`src/rtl/sram_1rw_req_ctrl.sv`:
```
// sram_1rw_req_ctrl: valid/ready request front end for a single-port 1rw SRAM macro.
// After reset it clears the array. It then issues requests straight to the macro
// in the same cycle they are accepted. Read data is caught from dout0 one edge
// later and parked in a small first-word-fall-through response FIFO.
module sram_1rw_req_ctrl #(
    parameter int                    DATA_WIDTH = 2,
    parameter int                    ADDR_WIDTH = 4,
    parameter int                    RSP_DEPTH  = 4,
    parameter bit                    INIT_EN    = 1'b1,
    parameter logic [DATA_WIDTH-1:0] INIT_VALUE = '0
) (
    input  logic                  clk0,
    input  logic                  rst0,
    input  logic                  req_valid,
    output logic                  req_ready,
    input  logic                  req_we,
    input  logic [ADDR_WIDTH-1:0] req_addr,
    input  logic [DATA_WIDTH-1:0] req_wdata,
    output logic                  rsp_valid,
    input  logic                  rsp_ready,
    output logic [DATA_WIDTH-1:0] rsp_rdata,
    output logic                  init_done,
    output logic                  csb0,
    output logic                  web0,
    output logic [ADDR_WIDTH-1:0] addr0,
    output logic [DATA_WIDTH-1:0] din0,
    input  logic [DATA_WIDTH-1:0] dout0
);

    localparam int RAM_DEPTH = 1 << ADDR_WIDTH;
    localparam int PTR_W     = $clog2(RSP_DEPTH);
    localparam int CNT_W     = PTR_W + 1;

    typedef enum logic {
        ST_INIT,
        ST_RUN
    } state_t;

    state_t                state_q;
    state_t                state_d;
    logic [ADDR_WIDTH-1:0] init_ptr;
    logic [ADDR_WIDTH-1:0] addr_q;
    logic [DATA_WIDTH-1:0] din_q;
    logic                  rd_inflight;
    logic [DATA_WIDTH-1:0] fifo_mem [RSP_DEPTH];
    logic [PTR_W-1:0]      wr_ptr;
    logic [PTR_W-1:0]      rd_ptr;
    logic [CNT_W-1:0]      fifo_count;
    logic [CNT_W-1:0]      outstanding;
    logic                  accept;
    logic                  rd_accept;
    logic                  push;
    logic                  pop;

    // Handshake and response flags. Reads count against FIFO space
    // together with the read still in the macro, so a push can never overflow.
    // Everything is held quiet while rst0 is asserted.
    always_comb begin
        outstanding = fifo_count + CNT_W'(rd_inflight);
        rsp_valid   = !rst0 && (fifo_count != '0);
        rsp_rdata   = rsp_valid ? fifo_mem[rd_ptr] : '0;
        init_done   = !rst0 && (state_q == ST_RUN);
        req_ready   = init_done && (req_we || (outstanding < CNT_W'(RSP_DEPTH)));
        accept      = req_valid && req_ready;
        rd_accept   = accept && !req_we;
        push        = rd_inflight;
        pop         = rsp_valid && rsp_ready;
    end

    // Next state and macro drive. The command is combinational so the macro
    // samples it on the same edge the controller commits it.
    always_comb begin
        state_d = state_q;
        csb0    = 1'b1;
        web0    = 1'b1;
        addr0   = addr_q;
        din0    = din_q;
        if (rst0) begin
            addr0 = '0;
            din0  = '0;
        end else begin
            case (state_q)
                ST_INIT: begin
                    csb0  = 1'b0;
                    web0  = 1'b0;
                    addr0 = init_ptr;
                    din0  = INIT_VALUE;
                    if (init_ptr == ADDR_WIDTH'(RAM_DEPTH - 1)) begin
                        state_d = ST_RUN;
                    end
                end
                ST_RUN: begin
                    if (accept) begin
                        csb0  = 1'b0;
                        web0  = !req_we;
                        addr0 = req_addr;
                        din0  = req_wdata;
                    end
                end
                default: state_d = state_q;
            endcase
        end
    end

    // State register and clear pointer; the clear always restarts at address 0.
    always_ff @(posedge clk0) begin
        if (rst0) begin
            state_q  <= INIT_EN ? ST_INIT : ST_RUN;
            init_ptr <= '0;
        end else begin
            state_q <= state_d;
            if (state_q == ST_INIT) begin
                init_ptr <= init_ptr + ADDR_WIDTH'(1);
            end
        end
    end

    // Remember the last issued address/data so idle cycles leave them unchanged.
    always_ff @(posedge clk0) begin
        if (rst0) begin
            addr_q <= '0;
            din_q  <= '0;
        end else if (!csb0) begin
            addr_q <= addr0;
            din_q  <= din0;
        end
    end

    // A read in the macro returns data for exactly one edge; track it so that
    // edge pushes dout0. Reset drops it.
    always_ff @(posedge clk0) begin
        if (rst0) begin
            rd_inflight <= 1'b0;
        end else begin
            rd_inflight <= rd_accept;
        end
    end

    // Response FIFO pointers and occupancy; push and pop together keep count.
    always_ff @(posedge clk0) begin
        if (rst0) begin
            wr_ptr     <= '0;
            rd_ptr     <= '0;
            fifo_count <= '0;
        end else begin
            if (push) begin
                wr_ptr <= wr_ptr + PTR_W'(1);
            end
            if (pop) begin
                rd_ptr <= rd_ptr + PTR_W'(1);
            end
            if (push && !pop) begin
                fifo_count <= fifo_count + CNT_W'(1);
            end else if (pop && !push) begin
                fifo_count <= fifo_count - CNT_W'(1);
            end
        end
    end

    // Response storage: capture dout0 on the edge where the macro holds it valid.
    always_ff @(posedge clk0) begin
        if (!rst0 && push) begin
            fifo_mem[wr_ptr] <= dout0;
        end
    end

endmodule

```
`config.mk`:
```
export PLATFORM = sky130hd
export DESIGN_NAME = sram_1rw_req_ctrl
export DESIGN_NICKNAME = d
export VERILOG_FILES = /design/src/rtl/sram_1rw_req_ctrl.sv
export SDC_FILE = /design/constraint.sdc
export NUM_CORES = 1
export LEC_CHECK = 0
export BUFFER_PORTS_ARGS = -buffer_cell sky130_fd_sc_hd__buf_4
export CELL_PAD_IN_SITES_DETAIL_PLACEMENT = 2
export CELL_PAD_IN_SITES_GLOBAL_PLACEMENT = 2
export CORE_MARGIN = 4
export CORE_UTILIZATION = 36
export CTS_CLUSTER_SIZE = 10
export DETAILED_ROUTE_END_ITERATION = 16
export PLACE_DENSITY = 0.78
export SLEW_MARGIN = 10
export SYNTH_ARGS = -nofsm -noshare
export SYNTH_HDL_FRONTEND = slang
export SYNTH_SLANG_ARGS = --single-unit
```
`constraint.sdc`:
```
create_clock -name clk0 -period 6 [get_ports clk0]
set_input_delay 0.6 -clock clk0 [delete_from_list [all_inputs] [get_ports clk0]]
set_output_delay 0.6 -clock clk0 [all_outputs]
set_load 0.01 [all_outputs]
```
* Word-level counts from Yosys, hierarchy flattened
Memories as Yosys holds them, arrays and structs flattened. A register that Yosys moved wholly into a read port is not among the register bits.
Cells that the tools add are included.
** Word-level totals
- Register bits :: 19
- Logic and storage cells :: 55
- Bits in writable memories :: 8
- Memories :: 1
- Latch bits :: 0
- Bits in read-only memories :: 0
** Operators by class
- Reductions and logical operators :: 16
- Divide/modulo/power cells :: 0
- Magnitude comparators :: 1
- Eq/ne operators :: 1
- Bitwise operators :: 1
- Shift-type cells :: 0
- Add/sub/neg operators :: 6
- Muxes and demuxes :: 21
- Multiply operators :: 0
** Memory list
- fifo_mem :: depth 4, width 2, read ports 1, clocked after Yosys merged registers in 1, write ports 1, RTL line 45 : logic [DATA_WIDTH-1:0] fifo_mem [RSP_DEPTH];
** Operator list (count)
- $mux 2 :: 5
- $logic_and 1x1->1 :: 9
- $mux 1 :: 8
- $mux 4 :: 2
- $pmux 4 s2 :: 1
- $mux 3 :: 2
- $add 2x1->2 const B :: 2
- $add 4x1->4 const B :: 1
- $eq 4x4->1 const B :: 1
- $logic_not 1->1 :: 4
- $pmux 1 s2 :: 2
- $pmux 2 s2 :: 1
- $add 3x1->3 :: 1
- $add 3x1->3 const B :: 1
- $lt 3x3->1 const B :: 1
- $reduce_bool 3->1 :: 1
- $sub 3x1->3 const B :: 1
- $reduce_bool 2->1 :: 1
- $logic_or 1x1->1 :: 1
- $not 1->1 :: 1

* Longest topological paths before layout
Gate-level depths: netlist (run 1).
- Depth after elaboration :: 8
- Depth in mapped cells :: 9
- Depth with buffers taken out :: 9

* Least setup slack after synthesis (run 1)
OpenSTA, ideal clock, no wires.
- Path kind :: input -> output
- Start point :: input port rst0
- End point :: output port addr0[0]
- Setup slack :: 3.709 ns
- Arrival time :: 1.691 ns
- Buffers on the path :: 1
- Required time :: 5.400 ns
- Cell stages on the path :: 5
- Cells stage by stage :: and2b_1 and2_1 buf_2 a211oi_2 nor4_1
** Between the ends
- Word-level cells in the longest chain between the ends :: 7
** Ends and longest elaborated chain
- start, declared :: RTL line 13 : input logic rst0,
- $logic_not 1->1 :: RTL line 62 : init_done = !rst0 && (state_q == ST_RUN);
- $logic_and 1x1->1 :: RTL line 62
- $logic_and 1x1->1 :: RTL line 63 : req_ready = init_done && (req_we || (outstanding < CNT_W'(RSP_DEPTH)));
- $logic_and 1x1->1 :: RTL line 64 : accept = req_valid && req_ready;
- $mux 4 :: RTL line 93 : if (accept) begin
- $pmux 4 s2 :: RTL line 82 : case (state_q)
- $mux 4 * :: RTL line 78 : if (rst0) begin
- end, declared :: RTL line 25 : output logic [ADDR_WIDTH-1:0] addr0,
Mark *: on every way between the ends. The rest lies on a longest branch, timed or not.

* Worst setup path in the final report (run 1)
- Start point :: register state_q
- End point :: output port addr0[0]
** Between the ends
- Word-level cells in the longest chain between the ends :: 6
- Elaborated cells between the ends (all ways) :: 7
- Those cells by class :: mux: 3; bitwise: 1; reduce/logical: 3
** Ends and longest elaborated chain
- start, declared :: RTL line 39 : state_t state_q;
- start signal, assigned :: RTL line 108 : state_q <= INIT_EN ? ST_INIT : ST_RUN;
- start signal, assigned :: RTL line 111 : state_q <= state_d;
- $logic_and 1x1->1 :: RTL line 62
- $logic_and 1x1->1 :: RTL line 63
- $logic_and 1x1->1 :: RTL line 64
- $mux 4 :: RTL line 93
- $pmux 4 s2 * :: RTL line 82
- $mux 4 * :: RTL line 78
Marked as above.

==> results.md, run 1 <==
- Worst Path Max Fanout: 11
- Worst VDD drop: 0.111 mV
- Hold buffers post-CTS: 0
- Post-CTS Repair Setup Buffers: 0
- Area delta synth->final: 23.3%
- Mapped Nets: 148
- First-pass iteration count of the detailed router: 3
- # diodes: 0
- Max-Slew Margin vs Limit: 68.0%
- CTS resizes: 0
- 1st-iter DRT viols: 24
- Setup Viol. Count Final: 0
- FP Rows: 21
- Ports: 26
- Clock Pin Slew Worst Setup and Hold Paths: 0.06 ns
- Routed WL: 3590 um
- Routed WL per cell: 17.8 um
- Avg Vias per Cell: 5.15
- Unrepaired setup endpoints after global routing: no
- Crit path capture: addr0[0]
- Pins Over Slew Limit: 0
- Layout cells sized above 1: 23.7%
- CP Class: reg2out
- CTS root buf: clkbuf_8
- Seq pwr share: 52.3%
- Nets: 175
- Initial antenna violation count: 0
- Worst flop-to-flop path startpoint: fifo_count[0]$_SDFFE_PP0P_
- Placeable core area: 3470 um^2
- Initial Util: 38.9%
- Commonest cells after routing, fill and taps aside: buf_4 (25), dfxtp_1 (21), nor2_1 (16)
- Fill cells: 357
- Detail Route Antenna Nets: 0
- CP Launch Point: state_q$_SDFF_PP0_
- Max-Cap Viols: 0
- Crit-path leading delay family: simple AND/OR/NAND/NOR gates
- PwrDens: 237 nW/um^2
- Actual slew at the worst max-slew pin: 0.479 ns
- Total grt overflow: 0
- Setup tns final: 0 ns
- Reg2Reg Capture Point: fifo_count[2]$_SDFFE_PP0P_
- Most common cell after layout, fill and taps aside: buf_4
- Yosys warning count: 0
- Tot GR Track Use: 16.5%
- Tcrit/Tclk final: 44.8%
- Total number of vias: 1041
- Avg Cell Area, Syn: 10.5 um^2
- Slowest cell delay on critical path: 0.61 ns
- Int Pwr: 0.000309 W
- Die area: 4790 um^2
- Largest net degree at the start of global routing: 30
- Crit path cell chain: and2b_1 > and2_1 > a211oi_2 > nor4_1 > buf_4
- Worst EP required: 5.40 ns
- Buf/Inv on CP: 1
- Number of CTS-inserted buffers: 5
- Gate count of the mapped netlist: 128
- Post-DP HPWL: 2590 um
- Flop2flop setup slack: 3.53 ns
- Yosys reg bits: 29
- PortBufs: 25
- Ys async rst share: 0%
- Achievable Freq: 372 MHz
- Clock network fraction of design power: 42.0%
- First-pass GRT wire length: 6180 um
- Clk buf depth: 2
- Post-layout util: 47.9%
- Multi-input logic area: 648 um^2
- NetSw: 0.0000860 W
- Clock sinks: 29
- Reg area: 661 um^2
- Layout Skew: 0.00450 ns
- GPL Wtd Cong: 0.695
- Status: finished clean
- Worst-Skew Late Latency: 0.28 ns
- CTS tree: built
- Switching Share: 21.8%
- Post-synth EDFFs: 8
- Gate power share: 5.7%
- Die Width: 69.2 um
- Synth Cell Area: 1350 um^2
- Leakage Power: 0.658 nW
- Hold WC Path Type: reg2reg
- DIE HEIGHT: 69.2 um
- Crit start category: register
- Most common flop cell mapped by yosys: dfxtp_1
- H-tree Lvls: 2
- Crit-path slowest cell: dfxtp_1
- CP arrival: 2.09 ns
- Number of global-route vias before repair: 1209
- Crit path time final: 2.69 ns
- DR DRC count: 0
- Seq/Total Area, Yosys: 49.0%
- Critical path depth: 5
- Cell count of the worst reg-to-reg path: 9
- Fin. Hold Viols: 0
- Library cells used by synthesis: 33
- Critical path endpoint category: primary output
## cell families (layout without fill, tap and decap cells)
| family | count (synthesis) | after routing | share of synthesized area, % |
|---|---|---|---|
| flops | 29 | 29 | 49.0 |
| simple gates | 45 | 45 | 17.3 |
| buf+inv | 10 | 38 | 2.97 |
| fa+ha+maj | 7 | 7 | 7.05 |
| mux | 7 | 7 | 8.07 |
| xor+xnor | 8 | 8 | 5.19 |
| compound gates | 22 | 22 | 10.5 |
## worst min-delay path by stage
| stage | slack (ns) | start | cells after the start | endpoint |
|---|---|---|---|---|
| 2_1_floorplan | 0.44 | din_q[0]$_SDFFE_PP0N_ | 2 | din_q[0]$_SDFFE_PP0N_ |
| 3_3_place_gp | 0.47 | din_q[0]$_SDFFE_PP0N_ | 2 | din_q[0]$_SDFFE_PP0N_ |
| 3_5_place_dp | 0.47 | din_q[1]$_SDFFE_PP0N_ | 2 | din_q[1]$_SDFFE_PP0N_ |
| 4_1_cts | 0.48 | din_q[1]$_SDFFE_PP0N_ | 2 | din_q[1]$_SDFFE_PP0N_ |
| 5_1_grt | 0.51 | req_we | 2 | push$_SDFF_PP0_ |
| 6_report | 0.48 | din_q[1]$_SDFFE_PP0N_ | 2 | din_q[1]$_SDFFE_PP0N_ |
## power groups by stage
stage	registers [W]	clock network, W	logic, W
5_1_grt	0.000207	0.000182	0.0000255
2_1_floorplan	0.000210	0	0.0000106
3_3_place_gp	0.000211	0	0.0000212
3_5_place_dp	0.000211	0	0.0000224
4_1_cts	0.000207	0.000171	0.0000228
6_report	0.000207	0.000166	0.0000224
## metrics by stage
stage / area [um^2] / hold slack [ns] / worst slack (ns) / instances / total power [W]
5_1_grt: 1660 / 0.513 / 3.08 / 202 / 0.000415
4_1_cts: 1660 / 0.483 / 3.33 / 202 / 0.000401
6_report: 1660 / 0.476 / 3.31 / 202 / 0.000395
3_3_place_gp: 1570 / 0.465 / 3.47 / 194 / 0.000232
2_1_floorplan: 1350 / 0.438 / 3.71 / 128 / 0.000221
3_5_place_dp: 1570 / 0.473 / 3.41 / 194 / 0.000233
## routing by layer
metal / GRT usage (%) / vias up / routed length [um] / share of wire (%)
li1: - / 505 / - / -
met3: 6.38 / 4 / 157 / 4.4
met2: 29.3 / 17 / 1910 / 53
met1: 18.4 / 515 / 1490 / 42
met5: 0 / - / 0 / 0
met4: 3.90 / 0 / 32 / 0.89
## final cells by class
| class | count | share of cell area, % |
|---|---|---|
| Clock buffer | 8 | 5.42 |
| Inverter | 5 | 1.13 |
| Multi-Input combinational cell | 89 | 39.0 |
| Sequential cell | 29 | 39.7 |
| Tap cell | 46 | 3.46 |
| Timing Repair Buffer | 25 | 11.3 |
## Yosys cell counts, drive strengths merged (4+ instances only)
master	number	share of area, %
a21oi	8	3.0
buf	4	1.3
nand2	5	1.4
nor2	16	4.5
nand3	4	1.9
ha	6	5.6
mux2i	4	3.9
and2	7	3.2
o21ai	5	1.9
xor2	4	2.6
edfxtp	8	18
dfxtp	21	31
inv	5	1.4
xnor2	4	2.6
## worst min-delay path, cell delays in order (launching register included)
cell and delay [ns]:
dfxtp_1 0.30, nand2_1 0.06, o21ai_0 0.07
## flip-flops by register name (all words and copies together), names as in the netlist, named ones only
name / flops
push: 1
rd_ptr: 2
fifo_count: 3
init_ptr: 4
din_q: 2
state_q: 1
fifo_mem: 8
addr_q: 4
wr_ptr: 2
(Power assumes the default switching activity.)
==> run 2, diff against run 1 <==
ABC_AREA = 1   (was unset)
CORE_UTILIZATION = 28   (was 36)
PLACE_DENSITY = 0.7   (was 0.78)
clock period = 2.2 ns   (was 6 ns; I/O delays follow)
==> run 2 against run 1 <==
- setup slack worse by 3.1 ns
- sequential power increased to 2.7 times the previous value
- power grew to 3.0 times the previous value
- final cell count up 24%
- combinational power increased to 3.1 times the previous value
- clock power rose to 3.4 times the previous value
- non-clock buffer count is 2 higher
- critical path depth is 7 higher
- global-route usage down 1.9 points
- count of clock-buffer cells in the layout shrank 1
- final area grew 4.1%
- die area grew 26%
- critical endpoint is now fifo_count[2]$_SDFFE_PP0P_
==> results.md, run 2 <==
- Int Pwr: 0.000957 W (+210%)
- Crit-path slowest cell: fa_1
- Mapped Nets: 184 (+24%)
- Biggest area consumer among synthesized cells: dfxtp_1
- Unrepaired setup endpoints after global routing: no
- Fin. Hold Viols: 0 (unchanged)
- CP arrival: 2.18 ns (+0.09 ns)
- Hold buffers post-CTS: 0 (unchanged)
- Top Registers: fifo_mem: 8 flops, addr_q: 4 flops, init_ptr: 4 flops
- Hold path start: dout0[1]
- Placeable core area: 4690 um^2 (+35%)
- NetSw: 0.000245 W (+180%)
- Seq/Total Area, Yosys: 48.8% (-0.23 points)
- Max-Slew Margin vs Limit: 78.8% (+11 points)
- Complex-gate fraction of the synthesized area: 9.79% (-0.69 points)
- Seq pwr share: 46.7% (-5.6 points)
- Total grt overflow: 0 (unchanged)
- Routed WL: 3790 um (+5.4%)
- Achievable Freq: 496 MHz
- Yosys reg bits: 29 (unchanged)
- Xor/xnor share of the synthesized area: 0.646% (-4.5 points)
- # diodes: 0 (unchanged)
- Worst flop-to-flop path startpoint: fifo_count[0]$_SDFFE_PP0P_
- Worst EP required: 2.37 ns (-3.03 ns)
- Slowest cell delay on critical path: 0.38 ns (-0.23 ns)
- FP Rows: 25 (+19%)
- Clk buf depth: 2 (unchanged)
- Area delta synth->final: 27.7%
- Ports: 26 (unchanged)
- Layout cells sized above 1: 22.3% (-1.4 points)
- DRT met1 WL: 1520 um (+1.7%)
- Ys async rst share: 0% (unchanged)
- Number of CTS-inserted buffers: 5 (unchanged)
- Min-Delay Endpoint: fifo_mem[1][1]$_DFFE_PP_
- Clock sinks: 29 (unchanged)
- Top area cells in the synthesized netlist: dfxtp_1 (31%), edfxtp_1 (18%), nor2_1 (8.6%), inv_1 (6.6%), nand2_1 (6.6%)
- Clock Pin Slew Worst Setup and Hold Paths: 0.06 ns (about the same)
- First-pass iteration count of the detailed router: 3 (unchanged)
- Post-DP HPWL: 2900 um (+12%)
- H-tree Lvls: 2 (unchanged)
- Most common flop cell mapped by yosys: dfxtp_1
- Wire length on met3: 121 um (-23%)
- Worst hold stages: 1 (-1)
- PwrDens: 695 nW/um^2 (+190%)
- Pins Over Slew Limit: 0 (unchanged)
- Crit-path leading delay family: adder cells
- Largest Register: fifo_mem
- Max-Cap Viols: 0 (unchanged)
- Worst VDD drop: 0.265 mV (+140%)
- Largest net degree at the start of global routing: 13 (-57%)
- Crit path time final: 2.02 ns
- Worst-Skew Late Latency: 0.28 ns (about the same)
- Uppermost layer routed: met4
- Commonest cells after routing, fill and taps aside: nor2_1 (31), buf_4 (27), inv_1 (24), nand2_1 (24), dfxtp_1 (18)
- Setup tns final: 0 ns (unchanged)
- Initial antenna violation count: 0 (unchanged)
- Gate count of the mapped netlist: 164 (+28%)
- Cell mode on critical path: nand2_1
- Actual slew at the worst max-slew pin: 0.315 ns (-0.164 ns)
- Detail Route Antenna Nets: 0 (unchanged)
- Total number of vias: 1215 (+17%)
- Gate power share: 5.9% (+0.2 points)
- Flop2flop setup slack: 0.18 ns (-3.35 ns)
- Most frequent cell after synthesis: nor2_1
- Top cell type's share of synthesized area: 31.0% (-0.14 points)
- Library cells used by synthesis: 23 (-30%)
- Synth Cell Area: 1360 um^2 (+0.46%)
- PortBufs: 25 (unchanged)
- Worst Path Max Fanout: 6 (-5)
- Switching Share: 20.4% (-1.4 points)
- DR DRC count: 0 (unchanged)
- Avg Vias per Cell: 4.84 (-6.1%)
- CTS tree: built
- Hold WC Path Type: in2reg
- Simple-gate portion of the synthesized area: 25.8% (+8.5 points)
- GPL Wtd Cong: 0.699 (+0.60%)
- DIE HEIGHT: 77.6 um (+12%)
- Crit start category: register
- Tot GR Track Use: 14.6% (-1.9 points)
- Number of global-route vias before repair: 1375 (+14%)
- Post-Synth Adder-Cell Area: 7.02% (-0.033 points)
- 1st-iter DRT viols: 15 (-38%)
- Met2 Routed Length: 2080 um (+8.8%)
- Most common cell after layout, fill and taps aside: nor2_1
- Initial Util: 28.9% (-10 points)
- Crit path cell chain: nor2_1 > nand2_1 > nand2_1 > inv_1 > nand2_1 > ha_1 > inv_1 > fa_1 > a21oi_1 > o21ai_0 > o21ai_1 > a21oi_1
- Mux cell area share after synthesis: 0% (-8.1 points)
- Yosys warning count: 0 (unchanged)
- Layout Skew: 0.00459 ns (+0.0000897 ns)
- Post-layout util: 36.9% (-11 points)
- Critical path endpoint category: register
- Reg2Reg Capture Point: fifo_count[2]$_SDFFE_PP0P_
- Die area: 6020 um^2 (+26%)
- CTS root buf: clkbuf_8
- Post-synth top cells: nor2_1 (31), inv_1 (24), nand2_1 (24)
- Max reg flops: 8 (unchanged)
- Buf/Inv on CP: 2 (+1)
- Status: finished clean
- CP Class: reg2reg
- Leakage Power: 0.786 nW (+19%)
- Clock network fraction of design power: 47.4% (+5.4 points)
- Post-synth EDFFs: 8 (unchanged)
- Main combinational cell family by area after synthesis: simple AND/OR/NAND/NOR gates
- Avg Cell Area, Syn: 8.26 um^2 (-22%)
- Tcrit/Tclk final: 91.7%
- Die Width: 77.6 um (+12%)
- Nets: 216 (+23%)
- Setup Viol. Count Final: 0 (unchanged)
- Routed WL per cell: 15.1 um (-15%)
- First-pass GRT wire length: 6620 um (+7.1%)
- Cell count of the worst reg-to-reg path: 12 (+3)
-- run 2: cell count changes after synthesis, moves of 4 or more --
cell | previous run | this run
xor2_1 | 4 | 0
o21ai_0 | 5 | 11
and2_1 | 7 | 0
nand2_1 | 5 | 24
nor2_1 | 16 | 31
a21oi_1 | 8 | 14
inv_1 | 5 | 24
-- run 2: how the worst max path moves through the flow --
stage / depth (start not counted) / endpoint / slack (ns) / from
floorplan: 12 / fifo_count[2]$_SDFFE_PP0P_ / 0.35 / fifo_count[0]$_SDFFE_PP0P_
global placement: 12 / fifo_count[2]$_SDFFE_PP0P_ / 0.26 / fifo_count[0]$_SDFFE_PP0P_
detailed placement: 12 / fifo_count[2]$_SDFFE_PP0P_ / 0.10 / fifo_count[0]$_SDFFE_PP0P_
CTS: 12 / fifo_count[2]$_SDFFE_PP0P_ / 0.09 / fifo_count[0]$_SDFFE_PP0P_
global route: 12 / fifo_count[2]$_SDFFE_PP0P_ / 0.001 / fifo_count[0]$_SDFFE_PP0P_
finish: 12 / fifo_count[2]$_SDFFE_PP0P_ / 0.18 / fifo_count[0]$_SDFFE_PP0P_
-- run 2: cell type report --
type | count | area [um^2]
inverters | 25 | 93.8
fillers | 534 | 2960
clock inverters | 1 | 30.0
flip-flops and latches | 29 | 664
repair buffers | 27 | 203
multi-input cells | 108 | 586
clock buffers | 7 | 86.3
well taps | 54 | 67.6
-- run 2: per-stage QoR --
stage / worst slack, ns / power, W / hold slack (ns) / area, um^2 / cells
global placement: 0.263 / 0.000639 / 0.426 / 1610 / 243
finish: 0.184 / 0.00120 / 0.137 / 1730 / 251
detailed placement: 0.100 / 0.000644 / 0.433 / 1610 / 243
CTS: 0.0897 / 0.00123 / 0.122 / 1730 / 251
global route: 0.00113 / 0.00126 / 0.121 / 1730 / 251
floorplan: 0.354 / 0.000601 / 0.297 / 1360 / 164
-- run 2: metal layers --
metal	track usage, %	vias to the layer above
met4	7.47	0
met5	0	-
met2	26.3	17
met1	15.3	599
li1	-	592
met3	3.94	7
-- run 2: power by group through the flow --
stage	clock network [W]	registers [W]	logic, W
CTS	0.000599	0.000561	0.0000718
global placement	0	0.000572	0.0000663
detailed placement	0	0.000573	0.0000712
finish	0.000570	0.000561	0.0000703
floorplan	0	0.000571	0.0000300
global route	0.000620	0.000562	0.0000782
-- run 2: cell families (layout without fill, tap and decap cells) --
| logic type | after synthesis | after routing |
|---|---|---|
| AO/OA/AOI/OAI | 26 | 26 |
| XOR/XNOR | 1 | 1 |
| adder cells (fa/ha/maj) | 7 | 7 |
| buffers and inverters | 27 | 60 |
| flip-flops | 29 | 29 |
| AND/OR/NAND/NOR | 74 | 74 |
-- run 2: repair_timing --
item                                    4_1_cts  5_1_grt
gates resized for setup                       0        4
endpoints found under the setup margin        0        4
buffers inserted                              0        0
==> run 3, diff against run 2 <==
CORE_UTILIZATION = 30   (was 28)
CTS_BUF_LIST = sky130_fd_sc_hd__clkbuf_8   (was unset)
PLACE_DENSITY = 0.74   (was 0.7)
==> run 3 against run 2 <==
- count of clock-buffer cells in the layout shrank 2
- critical path depth is the same
- register-to-register slack improved by 0.02 ns
- clock skew increased by 0.00066 ns
- die area fell by 6.0%
- power shrank 12%
- global-route usage fell by 0.69 points
- final cell count fell by 1.2%
- setup slack better by 0.016 ns
- non-clock buffer count decreased by 1
- first-iteration DRC count is 130% higher
- via count down 2.8%
- critical path type unchanged
- largest cell class unchanged
==> results.md, run 3 (synthesis results as in run 2) <==
- CTS tree: built
- Most common cell after layout, fill and taps aside: nor2_1
- Die Width: 75.2 um (-3.0%)
- Setup tns final: 0 ns (unchanged)
- Tcrit/Tclk final: 90.9% (-0.71 points)
- Layout cells sized above 1: 22.4% (+0.11 points)
- CP arrival: 2.17 ns (about the same)
- Number of global-route vias before repair: 1305 (-5.1%)
- Avg Vias per Cell: 4.76 (-1.6%)
- Worst flop-to-flop path startpoint: fifo_count[0]$_SDFFE_PP0P_
- Clk buf depth: 2 (unchanged)
- Total grt overflow: 0 (unchanged)
- Actual slew at the worst max-slew pin: 0.264 ns (-0.0515 ns)
- DR DRC count: 0 (unchanged)
- Post-CTS Repair Setup Buffers: 0 (unchanged)
- Initial antenna violation count: 0 (unchanged)
- Nets: 215 (-0.46%)
- CTS root buf: clkbuf_8
- PwrDens: 623 nW/um^2 (-10%)
- Max-Slew Margin vs Limit: 82.4% (+3.6 points)
- # diodes: 0 (unchanged)
- Detail Route Antenna Nets: 0 (unchanged)
- Max reg flops: 8 (unchanged)
- Critical path endpoint category: register
- Placed insts: 240 (-1.2%)
- Cell Count, Final, Fillers Out: 248 (-1.2%)
- Worst Path Max Fanout: 6 (unchanged)
- CP Launch Point: fifo_count[0]$_SDFFE_PP0P_
- Worst hold stages: 1 (unchanged)
- Pins Over Slew Limit: 0 (unchanged)
- Max-Cap Viols: 0 (unchanged)
- Tot GR Track Use: 13.9% (-0.69 points)
- Crit path time final: 2.00 ns (-0.0156 ns)
- Worst VDD drop: 0.232 mV (-12%)
- Initial Util: 31.1% (+2.2 points)
- Worst EP required: 2.37 ns (about the same)
- H-tree Lvls: 2 (unchanged)
- Clock sinks: 29 (unchanged)
- Layout Skew: 0.00525 ns (+0.000660 ns)
- Fill cells: 496 (-7.1%)
- Setup Viol. Count Final: 0 (unchanged)
- Hold path start: dout0[0]
- GPL Wtd Cong: 0.712 (+1.9%)
- Routed WL per cell: 13.9 um (-8.1%)
- Flop2flop setup slack: 0.20 ns (+0.02 ns)
- Placeable core area: 4350 um^2 (-7.2%)
- Cell count of the worst reg-to-reg path: 12 (unchanged)
- Reg2Reg Capture Point: fifo_count[2]$_SDFFE_PP0P_
- Hold buffers post-CTS: 0 (unchanged)
- Hold slack final: 0.142 ns (+0.00454 ns)
- Commonest cells after routing, fill and taps aside: nor2_1 (31), buf_4 (26), inv_1 (24), nand2_1 (24), dfxtp_1 (18)
- Area delta synth->final: 24.7%
- Largest Register: fifo_mem
- Worst-Skew Late Latency: 0.28 ns (about the same)
- Leakage Power: 0.766 nW (-2.5%)
- Min-Delay Endpoint: fifo_mem[3][0]$_DFFE_PP_
- Top Registers: fifo_mem: 8 flops, addr_q: 4 flops, init_ptr: 4 flops
- Post-DP HPWL: 2740 um (-5.3%)
- First-pass GRT wire length: 5750 um (-13%)
- Largest net degree at the start of global routing: 14 (+1)
- FP Rows: 24 (-4.0%)
- Total power: 0.00105 W (-12%)
- First-pass iteration count of the detailed router: 2 (-1)
- Crit start category: register
- Die area: 5660 um^2 (-6.0%)
- Total number of vias: 1181 (-2.8%)
- Number of CTS-inserted buffers: 5 (unchanged)
- Hold WC Path Type: in2reg
- Routed WL: 3440 um (-9.2%)
- Status: finished clean
- Fin. Hold Viols: 0 (unchanged)
- Clock Pin Slew Worst Setup and Hold Paths: 0.06 ns (about the same)
- Achievable Freq: 500 MHz (+0.78%)
- 1st-iter DRT viols: 35 (+20)
- PortBufs: 25 (unchanged)
- CP Class: reg2reg
- Ports: 26 (unchanged)
- DIE HEIGHT: 75.2 um (-3.0%)
run 3: worst max-delay path, cell delays in order (launching register included):
cell     delay, ns
dfxtp_2       0.35
nor2_1        0.12
nand2_1       0.06
nand2_1       0.10
inv_1         0.08
nand2_1       0.10
ha_1          0.15
inv_1         0.07
fa_1          0.40
a21oi_1       0.16
o21ai_1       0.11
o21ai_1       0.14
a21oi_1       0.06
run 3: power by group:
| group | switching [W] | internal (W) | total [W] |
|---|---|---|---|
| sequential | 0.00000531 | 0.000556 | 0.000561 |
| clock | 0.000208 | 0.000218 | 0.000426 |
| combinational | 0.0000347 | 0.0000313 | 0.0000660 |
run 3: repair_timing:
item,4_1_cts,5_1_grt
gates resized for setup,0,5
hold endpoints to repair,0,0
setup endpoints to repair,0,3
run 3: metal layers:
metal / GRT usage (%) / wire (um)
met5: 0 / 0
met4: 7.38 / 89
met3: 3.87 / 144
met2: 25.0 / 1870
met1: 14.5 / 1340
run 3: worst max path at each step:
stage | to | slack [ns] | depth (start not counted)
finish | fifo_count[2]$_SDFFE_PP0P_ | 0.20 | 12
global route | fifo_count[2]$_SDFFE_PP0P_ | -0.03 | 12
CTS | fifo_count[2]$_SDFFE_PP0P_ | 0.09 | 12
detailed placement | fifo_count[2]$_SDFFE_PP0P_ | 0.1 | 12
global placement | fifo_count[2]$_SDFFE_PP0P_ | 0.26 | 12
floorplan | fifo_count[2]$_SDFFE_PP0P_ | 0.35 | 12
run 3: metrics by stage:
stage	setup slack [ns]	utilization, %	instance area [um^2]
finish	0.199	38.8	1690
global route	-0.0252	38.8	1690
CTS	0.0873	38.7	1690
detailed placement	0.0970	36.8	1600
global placement	0.257	36.8	1600
floorplan	0.354	-	1360
run 3: final cells by class:
class | count | area [um^2] | area share (%)
repair buffers | 26 | 195 | 11.5
well taps | 52 | 65.1 | 3.85
clock buffers | 5 | 68.8 | 4.07
inverters | 25 | 93.8 | 5.55
flip-flops and latches | 29 | 664 | 39.3
multi-input cells | 108 | 586 | 34.6
clock inverters | 3 | 17.5 | 1.04
